[src/rtl/multi_edge_detector.sv]
// Purpose : per-channel synchroniser, glitch filter and mode-selected edge detector with
//           sticky flags, a combined interrupt and a saturating event counter.
// Latency : a din change stable from sampling edge 0 gives edge_rise/edge_fall/edge_pulse
//           SYNC_STAGES+FILTER_CYCLES rising edges later (edge 0 included). Flags and the
//           counter follow one edge after the pulse.
// Backpressure: none. Events are pulses, and nothing is lost while the counter is cleared.
//
// Ports:
//   clk         rising-edge clock
//   reset       asynchronous, active-high; clears every register
//   din         raw asynchronous inputs, one per channel
//   mode        per-channel mode, bits [2i+1:2i] = {fall_en, rise_en}
//               (00 off, 01 rise, 10 fall, 11 both)
//   flag_clr    one-cycle clear strobe per sticky flag (a same-cycle set wins)
//   cnt_clr     one-cycle counter clear (same-cycle events are still counted)
//   level       filtered level per channel
//   edge_pulse  one-cycle pulse for each transition enabled by mode
//   edge_rise   one-cycle pulse for each filtered rising transition
//   edge_fall   one-cycle pulse for each filtered falling transition
//   event_flag  sticky event flags
//   irq         OR of event_flag
//   event_count saturating total of edge_pulse bits
module multi_edge_detector #(
   parameter int CHANNELS      = 8,
   parameter int SYNC_STAGES   = 2,
   parameter int FILTER_CYCLES = 4,
   parameter int CNT_WIDTH     = 8
) (
   input  logic                  clk,
   input  logic                  reset,
   input  logic [CHANNELS-1:0]   din,
   input  logic [2*CHANNELS-1:0] mode,
   input  logic [CHANNELS-1:0]   flag_clr,
   input  logic                  cnt_clr,
   output logic [CHANNELS-1:0]   level,
   output logic [CHANNELS-1:0]   edge_pulse,
   output logic [CHANNELS-1:0]   edge_rise,
   output logic [CHANNELS-1:0]   edge_fall,
   output logic [CHANNELS-1:0]   event_flag,
   output logic                  irq,
   output logic [CNT_WIDTH-1:0]  event_count
);

   // Filter counter width: enough to hold FILTER_CYCLES.
   localparam int FCW = $clog2(FILTER_CYCLES + 1);
   // Popcount width: enough to hold CHANNELS.
   localparam int PCW = $clog2(CHANNELS + 1);
   // The counter sum needs one bit more than its wider operand so saturation can be seen.
   localparam int SUMW = ((CNT_WIDTH > PCW) ? CNT_WIDTH : PCW) + 1;

   localparam logic [FCW-1:0] FILT_LAST = FCW'(FILTER_CYCLES - 1);

   // ------------------------------------------------------------------
   // Synchroniser: stage 0 samples din, the last stage feeds the filter.
   // ------------------------------------------------------------------
   logic [SYNC_STAGES-1:0][CHANNELS-1:0] sync_q;
   logic [CHANNELS-1:0]                  sync;

   always_ff @(posedge clk or posedge reset) begin
      if (reset) begin
         sync_q <= '0;
      end else begin
         sync_q <= {sync_q[SYNC_STAGES-2:0], din};
      end
   end

   assign sync = sync_q[SYNC_STAGES-1];

   // ------------------------------------------------------------------
   // Glitch filter. The counter counts consecutive cycles where the
   // synchronised input disagrees with the filtered level. Any
   // agreement restarts it, so only a run of FILTER_CYCLES mismatches
   // moves the level.
   // ------------------------------------------------------------------
   logic [CHANNELS-1:0][FCW-1:0] filt_cnt;
   logic [CHANNELS-1:0][FCW-1:0] filt_cnt_nxt;
   logic [CHANNELS-1:0]          level_nxt;
   logic [CHANNELS-1:0]          change;

   always_comb begin
      filt_cnt_nxt = filt_cnt;
      level_nxt    = level;
      change       = '0;
      for (int i = 0; i < CHANNELS; i++) begin
         if (sync[i] == level[i]) begin
            filt_cnt_nxt[i] = '0;
         end else if (filt_cnt[i] == FILT_LAST) begin
            level_nxt[i]    = sync[i];
            filt_cnt_nxt[i] = '0;
            change[i]       = 1'b1;
         end else begin
            filt_cnt_nxt[i] = filt_cnt[i] + FCW'(1);
         end
      end
   end

   always_ff @(posedge clk or posedge reset) begin
      if (reset) begin
         filt_cnt <= '0;
         level    <= '0;
      end else begin
         filt_cnt <= filt_cnt_nxt;
         level    <= level_nxt;
      end
   end

   // ------------------------------------------------------------------
   // Transition and event detection. The next-state values are built
   // from the level update itself, so the pulses line up with the edge
   // where level changes. Mode is sampled only at that edge, so a mode
   // change never disturbs the filter.
   // ------------------------------------------------------------------
   logic [CHANNELS-1:0] mode_rise;
   logic [CHANNELS-1:0] mode_fall;
   logic [CHANNELS-1:0] rise_nxt;
   logic [CHANNELS-1:0] fall_nxt;
   logic [CHANNELS-1:0] pulse_nxt;

   always_comb begin
      mode_rise = '0;
      mode_fall = '0;
      for (int i = 0; i < CHANNELS; i++) begin
         mode_rise[i] = mode[2*i];
         mode_fall[i] = mode[2*i+1];
      end
   end

   assign rise_nxt  = change &  level_nxt;
   assign fall_nxt  = change & ~level_nxt;
   assign pulse_nxt = (rise_nxt & mode_rise) | (fall_nxt & mode_fall);

   always_ff @(posedge clk or posedge reset) begin
      if (reset) begin
         edge_rise  <= '0;
         edge_fall  <= '0;
         edge_pulse <= '0;
      end else begin
         edge_rise  <= rise_nxt;
         edge_fall  <= fall_nxt;
         edge_pulse <= pulse_nxt;
      end
   end

   // ------------------------------------------------------------------
   // Sticky flags: the clear is applied before the set, so an event in
   // the same cycle as its clear leaves the flag set.
   // ------------------------------------------------------------------
   always_ff @(posedge clk or posedge reset) begin
      if (reset) begin
         event_flag <= '0;
      end else begin
         event_flag <= (event_flag & ~flag_clr) | edge_pulse;
      end
   end

   assign irq = |event_flag;

   // ------------------------------------------------------------------
   // Saturating event counter. A clear replaces the old total with zero
   // but still adds this cycle's pulses, so no event slips through.
   // ------------------------------------------------------------------
   function automatic logic [PCW-1:0] popcount(input logic [CHANNELS-1:0] v);
      logic [PCW-1:0] n;
      n = '0;
      for (int i = 0; i < CHANNELS; i++) begin
         n = n + PCW'(v[i]);
      end
      return n;
   endfunction

   logic [PCW-1:0]       pulse_pop;
   logic [SUMW-1:0]      cnt_base;
   logic [SUMW-1:0]      cnt_sum;
   logic [SUMW-1:0]      cnt_max;
   logic [CNT_WIDTH-1:0] cnt_nxt;

   always_comb begin
      pulse_pop = popcount(edge_pulse);
      cnt_base  = '0;
      if (!cnt_clr) begin
         cnt_base[CNT_WIDTH-1:0] = event_count;
      end
      cnt_sum = cnt_base + SUMW'(pulse_pop);
      cnt_max = '0;
      cnt_max[CNT_WIDTH-1:0] = '1;
      if (cnt_sum > cnt_max) begin
         cnt_nxt = '1;
      end else begin
         cnt_nxt = cnt_sum[CNT_WIDTH-1:0];
      end
   end

   always_ff @(posedge clk or posedge reset) begin
      if (reset) begin
         event_count <= '0;
      end else begin
         event_count <= cnt_nxt;
      end
   end

endmodule

[config.mk]
export PLATFORM = sky130hd
export DESIGN_NAME = multi_edge_detector
export DESIGN_NICKNAME = d
export VERILOG_FILES = /design/src/rtl/multi_edge_detector.sv
export SDC_FILE = /design/constraint.sdc
export NUM_CORES = 1
export LEC_CHECK = 0
export CAP_MARGIN = 15
export CELL_PAD_IN_SITES_DETAIL_PLACEMENT = 0
export CELL_PAD_IN_SITES_GLOBAL_PLACEMENT = 2
export CORE_AREA = 2 2 104 106
export DETAILED_ROUTE_END_ITERATION = 16
export DIE_AREA = 0 0 106 108
export PLACE_DENSITY = 0.84
export SLEW_MARGIN = 20
export SYNTH_ARGS = -nofsm -noshare
export SYNTH_HDL_FRONTEND = slang
export SYNTH_SLANG_ARGS = --single-unit
[constraint.sdc]
create_clock -name clk -period 7.4 [get_ports clk]
set_input_delay 1.11 -clock clk [delete_from_list [all_inputs] [get_ports clk]]
set_output_delay 1.11 -clock clk [all_outputs]
set_load 0.01 [all_outputs]
==> impl_metrics.tcl, run 1 <==
set metrics [dict create \
    initial_core_util 0.348 \
    hold_path.class "reg -> reg" \
    netlist_instances 270 \
    run_status "complete, no violations" \
    grt_antenna_before_repair 0 \
    timing.critical_path.slowest_cell_delay_ps 580 \
    worst_path_max_delay_cell "clkdlybuf4s50_1" \
    remaining_drc_errors 0 \
    internal_power_mw 0.898 \
    post-cts-setup-buffers 0 \
    routedWlPerCell_um 13.4 \
    first_global_vias 2356 \
    grt_overflow 0 \
    yosys-top-cells-area "dfrtp_1 62%, nor3b_1 6.3%, ha_1 4.9%, nand3b_1 3.6%, fa_1 2.8%" \
    io_pins 84 \
    timing.max_slew.rel_slack 0.470 \
    min-delay-start "sync_q[2]" \
    routed_via_density 4.46 \
    synthToLayoutAreaGrowth_pct 33.8 \
    share_seq_of_total_power 0.496 \
    synth_top_area_frac 0.618 \
    clock-sinks 88 \
    netlist-cell-type-count 34 \
    timing.critical_path.arrival_ps 4480 \
    yosysTopAreaCell "dfrtp_1" \
    timing.final.hold_violations 0 \
    timing_worst_slew_pin_value_ps 795 \
    synth_async_sr_flop_share 1.00 \
    rsz0062_at_grt "false" \
    final_min_period_over_clock_period 0.572 \
    syn_avg_cell_area_um2 13.2 \
    die_height_um 108 \
    synth-edff-count 0 \
    post_synth_instance_area_um2 3560 \
    postSynthRegisterBits 88 \
    setup-tns-final_ps 0 \
    gp_congestion 0.782 \
    finalCriticalPeriod_ps 4240 \
    die_area_um2 11400 \
    synth_sequential_area_ratio 0.618 \
    cts_hold_repair.buffers 0 \
    grt.busiest_layer "met2" \
    met2_usage 0.197 \
    switching_share 0.290 \
    max-clock-path-buffers 2 \
    global_route_usage_over_all_layers 0.129 \
    synth-main-ff-cell "dfrtp_1" \
    antenna-diode-count 0 \
    global_route_wire_length_before_repair_um 11600 \
    cts.htree.levels 3 \
    clkTransAtPathRegs_ps 90 \
    worstHoldPathCells 0 \
    final-max-slew-violation-count 0 \
    groute.layer.met1.usage 0.171 \
    path_delay_family "adder cells" \
    worstPathMaxFanout 9 \
    critPathBufInv 1 \
    worstPathCellList "clkdlybuf4s50_1, nand2b_1, fa_1, fa_1, fa_1, fa_1, nand2b_1, a21oi_2, mux2_2" \
    total_leakage_power_nw 2.12 \
    worst_setup_path_end_kind "register" \
    timing.rr.end "event_count[4]" \
    grtUsageMet3 0.0452 \
    hold_path_end "sync[2]" \
    dpl_wire_length_um 4950 \
    fin_worst_hold_slack_ps 356 \
    synth_warnings 0 \
    worst_r2r_startpoint "edge_pulse[0]" \
    totalWireLength_um 6780 \
    grt_max_degree 89 \
    placed_cells_incl_taps 490 \
    detailedRoute.firstPassIterationCount 4 \
    worstSkewPairLatency_ps 350 \
    ff2ff_setup_slack_ps 3700 \
    pwr-share-comb 0.246 \
    critical_path.most_common_cell "fa_1" \
    proportion_of_power_drawn_by_the_clock_network 0.258 \
    postLayoutCoreUtil 0.466 \
    tritoncts "built" \
    startpoint_type "input port" \
    drt.antenna.violating_nets 0 \
    final-setup-viol-count 0 \
    number_of_nets_produced_by_synthesis 324 \
    reg2regPathDepth 9 \
    design.final.nets 419 \
    cts_made_buffers 9 \
    cts-resized-gates 0 \
    numPortBuffers 83 \
    vias 2254 \
    row_count 37 \
    dieWidth_um 106 \
    pwr_density_cell_nw_per_um2 265 \
    final_layout_size_suffix_gt1_frac 0.0678 \
    clock_tree.root_cell "clkbuf_8" \
    ir_worst_vdd_v 0.000132 \
    maxClockFrequency_mhz 236 \
    worst_clock_skew_ps 10.2 \
    detailedRoute.firstIterationViolations 65 \
    layoutNonFillerInstCount 505 \
    timing.critical_path.required_ps 7640 \
    worst-setup-path-type "in -> reg" \
    p_sw_mw 0.367 \
    max_cap_viol_count 0 \
    core_um2 10200 \
]
-- through the flow --
step	cell area (µm²)	power [mW]	setup slack [ps]
after floorplan	3560	0.801	3630
after global placement	4570	0.944	2780
after detailed placement	4570	0.955	2750
after CTS	4760	1.29	3120
after global routing	4770	1.36	2950
final	4770	1.26	3160
-- cells in the final DEF, fill, tap and decap left out, types with 3 or more instances in the layout --
cell / instances
fa_1: 5
nand3b_1: 17
nor2b_1: 9
nand2b_1: 11
o21ai_0: 5
and3b_1: 3
clkbuf_8: 9
mux2_1: 7
clkdlybuf4s50_1: 83
nor3_1: 4
a21oi_1: 11
nor2_1: 4
ha_1: 14
a21o_1: 3
nand2_1: 10
inv_1: 20
dfrtp_1: 88
xnor2_1: 9
nor3b_1: 30
-- cells in the mapped netlist, types with 3 or more instances --
cell,n
a21o_1,3
a21oi_1,11
and3b_1,3
dfrtp_1,88
fa_1,5
ha_1,14
inv_1,21
mux2_1,7
nand2_1,10
nand2b_1,11
nand3b_1,17
nor2_1,4
nor2b_1,9
nor3_1,4
nor3b_1,30
o21ai_0,5
xnor2_1,9
-- routing by layer --
layer  wire length, µm  share of wire
met4                82          0.012
met5                 0              0
met3               383          0.056
met2              3190           0.47
met1              3120           0.46
-- cell families (layout without fill, tap and decap cells) --
group | after synthesis | in the layout | share of synthesized area
and+or+nand+nor | 97 | 97 | 0.183
xor gates and xnor gates | 10 | 10 | 0.0246
buffers and inverters | 21 | 120 | 0.0221
AOI/OAI and AO/OA | 25 | 25 | 0.0432
DFF | 88 | 88 | 0.618
adders and majority gates | 19 | 19 | 0.0773
muxes | 10 | 10 | 0.0313
-- layout make-up --
| cell class | count | area (µm²) |
|---|---|---|
| well taps | 136 | 170 |
| multi-input cells | 161 | 1280 |
| inverters | 21 | 80.1 |
| fillers | 975 | 5460 |
| repair buffers | 84 | 842 |
| clock inverters | 6 | 67.6 |
| flip-flops and latches | 88 | 2200 |
| clock buffers | 9 | 124 |
-- power groups by stage --
stage | logic [mW] | clock network [mW] | registers (mW)
after floorplan | 0.160 | 0 | 0.641
after global placement | 0.310 | 0 | 0.634
after detailed placement | 0.316 | 0 | 0.639
after CTS | 0.319 | 0.340 | 0.629
after global routing | 0.352 | 0.361 | 0.643
final | 0.311 | 0.326 | 0.627
-- worst max path at each step --
| stage | start | endpoint | cells past startpoint |
|---|---|---|---|
| final | cnt_clr | event_count[4] | 9 |
| after global placement | cnt_clr | event_count[4] | 9 |
| after detailed placement | cnt_clr | event_count[4] | 9 |
| after floorplan | cnt_clr | event_count[4] | 8 |
| after CTS | cnt_clr | event_count[4] | 9 |
| after global routing | cnt_clr | event_count[4] | 9 |
-- registers in the layout (all words and copies together), names as in the netlist --
name         cells
edge_rise        8
level            8
edge_fall        8
edge_pulse       8
filt_cnt        24
sync_q           8
sync             8
event_flag       8
event_count      8
(Power assumes the default switching activity.)
==> inputs of run 2 (changes only) <==
CORE_AREA = 2 2 107 109   (was 2 2 104 106)
DIE_AREA = 0 0 109 111   (was 0 0 106 108)
PLACE_DENSITY = 0.8   (was 0.84)
clock period = 4.3 ns   (was 7.4 ns; I/O delays follow)
==> run 2 against run 1 <==
  * Clock skew is 2.3 ps lower
  * Largest power group unchanged
  * Wire length is 4.3% higher
  * Worst setup slack worse by 2500 ps
  * Global-route usage hardly changed
  * Utilization is 1.8 points lower
  * Design area is 4.2% higher
  * Critical path depth stayed put
==> impl_metrics.tcl, run 2 (synthesized netlist as in run 1, its figures left out) <==
set metrics [dict create \
    initial_core_util 0.322 \
    max_cap_viol_count 0 \
    timing.max_slew.rel_slack 0.578 \
    timing_worst_slew_pin_value_ps 633 \
    cts-resized-gates 0 \
    multi_input_comb_area_um2 1280 \
    finalCriticalPeriod_ps 3680 \
    dieWidth_um 109 \
    worstSkewPairLatency_ps 340 \
    timing.critical_path.arrival_ps 3900 \
    io_pins 84 \
    setup-tns-final_ps 0 \
    timing.critical_path.required_ps 4520 \
    largest_register "filt_cnt" \
    dpl_wire_length_um 5250 \
    maxClockFrequency_mhz 272 \
    worst-setup-path-type "reg -> reg" \
    layout_common_cells "88 x dfrtp_1, 83 x clkdlybuf4s50_1, 30 x nor3b_1" \
    startpoint_type "register" \
    final_min_period_over_clock_period 0.855 \
    global_route_usage_over_all_layers 0.129 \
    cts_made_buffers 9 \
    routed_via_density 4.47 \
    grt_max_degree 36 \
    ir_worst_vdd_v 0.000249 \
    design.final.nets 421 \
    die_area_um2 12100 \
    layout_commonest_cell "dfrtp_1" \
    rsz0062_at_grt "false" \
    worstPathCellList "fa_1, inv_1, fa_1, fa_1, fa_1, fa_1, nand2b_1, a21oi_2, mux2_2" \
    clock_tree.root_cell "clkbuf_16" \
    total_leakage_power_nw 2.21 \
    remaining_drc_errors 0 \
    clkTransAtPathRegs_ps 70 \
    final-setup-viol-count 0 \
    hold_path.class "reg -> reg" \
    drt.antenna.violating_nets 0 \
    core_um2 11100 \
    n_fill_cell 1028 \
    numPortBuffers 83 \
    global_route_wire_length_before_repair_um 12000 \
    worst_setup_path_end_kind "register" \
    critical_path.most_common_cell "fa_1" \
    row_count 39 \
    max-clock-path-buffers 2 \
    worst_path_max_delay_cell "fa_1" \
    largest_register_ffs 24 \
    final_layout_size_suffix_gt1_frac 0.0726 \
    final-max-slew-violation-count 0 \
    worstPathMaxFanout 5 \
    worst_r2r_startpoint "edge_pulse[0]" \
    timing.final.hold_violations 0 \
    tritoncts "built" \
    totalWireLength_um 7070 \
    total_power_mw 2.57 \
    min-delay-start "sync_q[1]" \
    die_height_um 111 \
    critical_path.startpoint "edge_pulse[0]" \
    post-cts-setup-buffers 0 \
    detailedRoute.firstPassIterationCount 4 \
    run_status "complete, no violations" \
    detailedRoute.firstIterationViolations 68 \
    gp_congestion 0.733 \
    clock-sinks 88 \
    routedWlPerCell_um 13.7 \
    vias 2301 \
    cts_hold_repair.buffers 0 \
    pwr_density_cell_nw_per_um2 518 \
    cts.htree.levels 3 \
    synthToLayoutAreaGrowth_pct 39.4 \
    layout.area.seq_um2 2200 \
    antenna-diode-count 0 \
    grt_overflow 0 \
    first_global_vias 2435 \
    timing.critical_path.slowest_cell_delay_ps 540 \
    grt_antenna_before_repair 0 \
    worst_clock_skew_ps 7.87 \
]
## run 2: cell types whose count changed in the layout (fill, tap and decap cells not counted)
| cell | previous run | this run |
|---|---|---|
| buf_4 | 0 | 3 |
| buf_6 | 1 | 0 |
| bufinv_16 | 1 | 4 |
| clkbuf_1 | 0 | 1 |
| clkbuf_16 | 0 | 9 |
| clkbuf_8 | 9 | 1 |
| clkinv_2 | 2 | 1 |
| clkinvlp_4 | 2 | 1 |
| inv_6 | 2 | 0 |
## run 2: area by class of cell
type / count / share of cell area
Sequential cell: 88 / 0.443
Multi-Input combinational cell: 161 / 0.258
Timing Repair Buffer: 86 / 0.172
Clock buffer: 11 / 0.0489
Tap cell: 143 / 0.0360
Clock inverter: 5 / 0.0257
Inverter: 21 / 0.0161
## run 2: critical path, delay by kind of cell (launching register included)
family | cells | cell delay, ps
buffers and inverters | 1 | 50
AND/OR/NAND/NOR | 1 | 170
multiplexers | 1 | 360
adder cells (fa/ha/maj) | 5 | 2350
flip-flops | 1 | 410
AO/OA/AOI/OAI | 1 | 230
## run 2: power by group
part	leakage (nW)	switching, mW	total [mW]	internal [mW]
Combinational	0.882	0.219	0.535	0.316
Clock	0.176	0.315	0.958	0.643
Sequential	1.16	0.118	1.08	0.962
Total	2.21	0.653	2.57	1.92
## run 2: through the flow
stage               setup slack [ps]  utilization  std cells  hold slack (ps)  instance area, µm²
global route                     483        0.448        515              354                4970
floorplan                        744            -        270              331                3560
finish                           624        0.448        515              347                4970
global placement                 358        0.415        499              333                4600
CTS                              609        0.448        515              350                4970
detailed placement               329        0.415        499              335                4600
## run 2: per-layer routing
layer	vias to the layer above	wire length (µm)	GRT usage
met2	54	3220	0.190
met5	-	0	0
met1	1117	3220	0.170
met3	15	451	0.0382
li1	1115	-	-
met4	0	180	0.0667
## run 2: path summary, 6_finish.rpt
check	end	slack, ps	cells past startpoint
worst max-delay path	event_count[4]	620	9
worst min-delay path	sync[1]	350	0
worst max register to register	event_count[4]	620	9
worst min register to register	sync[1]	350	0
max in group asynchronous	edge_pulse[4]	2830	3
min in group asynchronous	edge_rise[5]	700	2
==> RTL change 1 (flow settings as in run 2) <==
The parameter `CHANNELS` goes from 8 to 4.
--- a/src/rtl/multi_edge_detector.sv
+++ b/src/rtl/multi_edge_detector.sv
@@ -23,3 +23,3 @@
 module multi_edge_detector #(
-   parameter int CHANNELS      = 8,
+   parameter int CHANNELS      = 4,
    parameter int SYNC_STAGES   = 2,
Ports: changed (8 resized); port bits go from 84 to 48. No check against the original RTL was run, so the function may have changed too.
==> RTL change 1 against run 2 <==
  * Combinational power fell by 49%
  * Design area down 45%
  * Register-to-register slack improved by 960 ps
  * Critical path depth shrank 1
  * Synthesized area is 46% lower
  * Total power down 50%
  * Routed wire length down 47%
  * Setup slack better by 850 ps
  * Non-clock buffer count decreased by 39
  * Sequential cell count is 40 lower
  * Critical endpoint is now event_count[3]
==> RTL change 1: results (changes against run 2) <==
- Result of the run: complete, no violations (unchanged).
- The setup slack on the worst flop-to-flop path is 1580 ps (was 620 ps).
- The clock network area share is 6.116% (was 7.458%).
- The area share of fa/ha/maj cells after synthesis was 6.376% (was 7.727%).
- The met3 wire length is 178 um (was 451 um).
- The clock tree buffer count of the final layout is 5 (was 11).
- The sum of met2 wire segment lengths after detailed routing is 1819 um (was 3216 um).
- The largest net degree at the start of global routing is 49 (was 36).
- The post-synthesis xor/xnor area fraction was 2.733% (was 2.459%).
- The worst hold-check slack was 352.0 ps (was 347.5 ps).
- The number of nets in the finished design came to 227 (was 421).
- The sequential logic power is 583 uW (was 1.08 mW).
- The peak fanout along the critical path is 9 (was 5).
- The vias after detailed routing is 1,273 (was 2,301).
- The cell type of the slowest stage on the worst timing path is clkdlybuf4s50_1 (was fa_1).
- The via count of the first global-routing pass is 1,322 (was 2,435).
- The largest voltage drop on the vdd net is 0.1554 mV (was 0.2486 mV).
- The total placed cells including tap cells is 336 (was 499).
- The delay of the slowest cell on the worst path was 560 ps (was 540 ps).
- The power dissipated by switching net loads is 326.9 uW (was 652.7 uW).
- The wire length the detailed router placed on met1 is 1722 um (was 3224 um).
- The weighted congestion reported at the end of routability-driven placement was 0.7035 (was 0.7331).
- The part of the Yosys area used for sequential elements is 62.46% (was 61.82%).
- The non-clock buffer contribution to total cell area is 17.16% (was 17.18%).
- The cell area after layout is 2741 um2 (was 4966 um2).
- The violation count after the first detailed-route iteration is 22 (was 68).
- The routed wire length came to 3777 um (was 7072 um).
- The proportion of synthesized area in mux cells came to 2.863% (was 3.126%).
- The worst-skew pair later-pin latency is 280 ps (was 340 ps).
- The number of filler cells placed in the layout is 1,168 (was 1,028).
- The depth of the worst register-to-register path is 8 (was 9).
- The total global routing track utilization is 6.833% (was 12.90%).
- The power of the clock network is 429 uW (was 958 uW).
- The power of the combinational group is 274 uW (was 535 uW).
- The largest clock skew in the final design is 4.560 ps (was 7.866 ps).
- The CTS H-tree depth was 2 (was 3).
- Biggest area contributors in the synthesized netlist: dfrtp_1 (62%), nor3b_1 (6.2%), ha_1 (3.3%) (was dfrtp_1 (62%), nor3b_1 (6.3%), ha_1 (4.9%)).
- The average via count per standard cell is 3.701 (was 4.468).
- The post-placement setup slack is 1224 ps (was 328.8 ps).
- The fraction of the mapped netlist area in compound gates is 5.791% (was 4.320%).
- Top cell types by occurrence after synthesis: dfrtp_1 (48), nor3b_1 (16), inv_1 (10) (was dfrtp_1 (88), nor3b_1 (30), inv_1 (21)).
- The arrival time of data at the critical path endpoint is 3020 ps (was 3900 ps).
RTL change 1: changes by cell type in the layout (fill, tap and decap cells not counted), sizes merged, moves of 7 or more:
cell and change:
dfrtp -40, clkdlybuf4s50 -36, nor3b -14, inv -11, ha -9, nand3b -9
nor2b -7
RTL change 1: how the worst max path moves through the flow:
| stage | slack (ps) | depth (start not counted) | end | start |
|---|---|---|---|---|
| finish | 1480 | 8 | event_count[3] | cnt_clr |
| global route | 1290 | 8 | event_count[3] | cnt_clr |
| CTS | 1510 | 8 | event_count[3] | cnt_clr |
| detailed placement | 1220 | 8 | event_count[3] | cnt_clr |
| global placement | 1270 | 8 | event_count[3] | cnt_clr |
| floorplan | 1770 | 8 | event_count[3] | edge_pulse[0] |
RTL change 1: routing by layer:
layer	GRT usage (%)	vias up
li1	-	611
met4	3.077	0
met2	10.72	33
met5	0	-
met3	1.705	5
met1	8.778	624
==> RTL change 2 (config.mk and constraints of run 2) <==
Without the edit above. Put one more register stage on the output `event_count`, with the module's reset. The value now appears one clock later. The other outputs are not delayed to match.
--- a/src/rtl/multi_edge_detector.sv
+++ b/src/rtl/multi_edge_detector.sv
@@ -52,2 +52,4 @@
 
+   logic [CNT_WIDTH-1:0] event_count_s0;
+
    // ------------------------------------------------------------------
@@ -180,3 +182,3 @@
       if (!cnt_clr) begin
-         cnt_base[CNT_WIDTH-1:0] = event_count;
+         cnt_base[CNT_WIDTH-1:0] = event_count_s0;
       end
@@ -194,5 +196,13 @@
       if (reset) begin
+         event_count_s0 <= '0;
+      end else begin
+         event_count_s0 <= cnt_nxt;
+      end
+   end
+
+   always_ff @(posedge clk or posedge reset) begin
+      if (reset) begin
          event_count <= '0;
       end else begin
-         event_count <= cnt_nxt;
+         event_count <= event_count_s0;
       end
Formal check against the unedited RTL: not equivalent (Yosys sat finds a counterexample within 10 cycles, from zero or initial values and one cycle with reset high).
==> RTL change 2 against run 2 <==
  * Count of clock-buffer cells in the layout rose by 1
  * Sequential power up 7%
  * Routed wire length shrank 3.0%
  * Critical path depth unchanged
  * Highest routed layer unchanged
  * Synthesized cell count up 3.0%
  * Setup slack worse by 48 ps
  * Total power down 3.2%
  * Sequential cell count grew 8
  * Design area is 2.5% higher
  * Via count is 1.2% higher
  * Synthesized area is 5.6% higher
  * First-iteration DRC count shrank 10%
==> RTL change 2: results (changes against run 2) <==
- The area share of fa/ha/maj cells after synthesis is 7.316% (was 7.727%).
- The number of antenna violations at the first check in global routing is 0 (unchanged).
- The part of the Yosys area used for sequential elements is 63.85% (was 61.82%).
- The violation count after the first detailed-route iteration was 61 (was 68).
- The cell leakage power is 2.284 nW (was 2.214 nW).
- The arrival time of data at the critical path endpoint is 3940 ps (was 3900 ps).
- The total global routing track utilization is 12.63% (was 12.90%).
- The vias after detailed routing is 2,328 (was 2,301).
- The share of layout cells above drive strength 1 is 6.596% (was 7.258%).
- The power density of the placed cells is 489.4 nW/um2 (was 518.3 nW/um2).
- The area taken by multi-input logic gates is 1281 um2 (unchanged).
- The number of nets in the finished design is 428 (was 421).
- Biggest area contributors in the synthesized netlist: dfrtp_1 (64%), nor3b_1 (6.0%), ha_1 (4.7%) (was dfrtp_1 (62%), nor3b_1 (6.3%), ha_1 (4.9%)).
- The detailed placer's ending HPWL is 5064 um (was 5249 um).
- The largest voltage drop on the vdd net is 0.2125 mV (was 0.2486 mV).
- The sequential cell area was 2402 um2 (was 2202 um2).
- The post-placement setup slack is 303.1 ps (was 328.8 ps).
- The total placed cells including tap cells is 506 (was 499).
- The number of buffers inserted by port buffering came to 83 (unchanged).
- The clock network area share is 5.900% (was 7.458%).
- The routed wire length was 6859 um (was 7072 um).
- The number of filler cells placed in the layout is 1,015 (was 1,028).
- Result of the run: complete, no violations (unchanged).
- The first-pass GRT wire length is 11,630 um (was 11,990 um).
- The proportion of synthesized area in mux cells is 2.960% (was 3.126%).
- The non-filler instance count after layout is 522 (was 515).
- The average size of a mapped cell is 13.53 um2 (was 13.19 um2).
- The delay of the slowest cell on the worst path was 540 ps (about the same).
- The count of mapped cells out of synthesis is 278 (was 270).
- The largest net degree at the start of global routing is 81 (was 36).
- The CTS H-tree depth is 3 (unchanged).
- The post-synthesis xor/xnor area fraction was 2.328% (was 2.459%).
- Top cell types by occurrence after synthesis: dfrtp_1 (96), nor3b_1 (30), inv_1 (21) (was dfrtp_1 (88), nor3b_1 (30), inv_1 (21)).
- The largest clock skew in the final design was 6.345 ps (was 7.866 ps).
- The number of flip-flops in the largest register came to 24 (unchanged).
- The post-detailed-placement cell area is 4790 um2 (was 4596 um2).
- The non-clock buffer contribution to total cell area is 16.62% (was 17.18%).
- The slew at the pin with the worst max-slew slack is 951.7 ps (was 632.7 ps).
- The fraction of the mapped netlist area in compound gates is 4.090% (was 4.320%).
- The weighted congestion reported at the end of routability-driven placement is 0.7282 (was 0.7331).
- The non-clock buffer total of the final layout is 85 (was 86).
RTL change 2: cell types whose count changed after synthesis, sizes merged:
cell   change
dfrtp      +8
RTL change 2: final timing paths:
| check | from | end | slack [ps] | cells after the start |
|---|---|---|---|---|
| setup / recovery | edge_pulse[0] | event_count_s0[4] | 580 | 9 |
| max in group asynchronous | reset | level[1] | 2620 | 3 |
| setup reg to reg | edge_pulse[0] | event_count_s0[4] | 580 | 9 |
| min in group asynchronous | reset | sync_q[3] | 890 | 2 |
| hold / removal | sync_q[3] | sync[3] | 350 | 0 |
| hold reg to reg | sync_q[3] | sync[3] | 350 | 0 |
RTL change 2: where the power goes:
group	switching [mW]	internal [mW]	leakage (nW)	total [mW]
Combinational	0.223	0.317	0.878	0.540
Clock	0.323	0.468	0.139	0.791
Sequential	0.118	1.04	1.27	1.16
Total	0.664	1.83	2.28	2.49
RTL change 2: metal layers:
layer	GRT usage, %	wire, um
met5	0	0
met4	4.359	107
met3	4.468	393
met2	19.42	3351
met1	16.47	3007
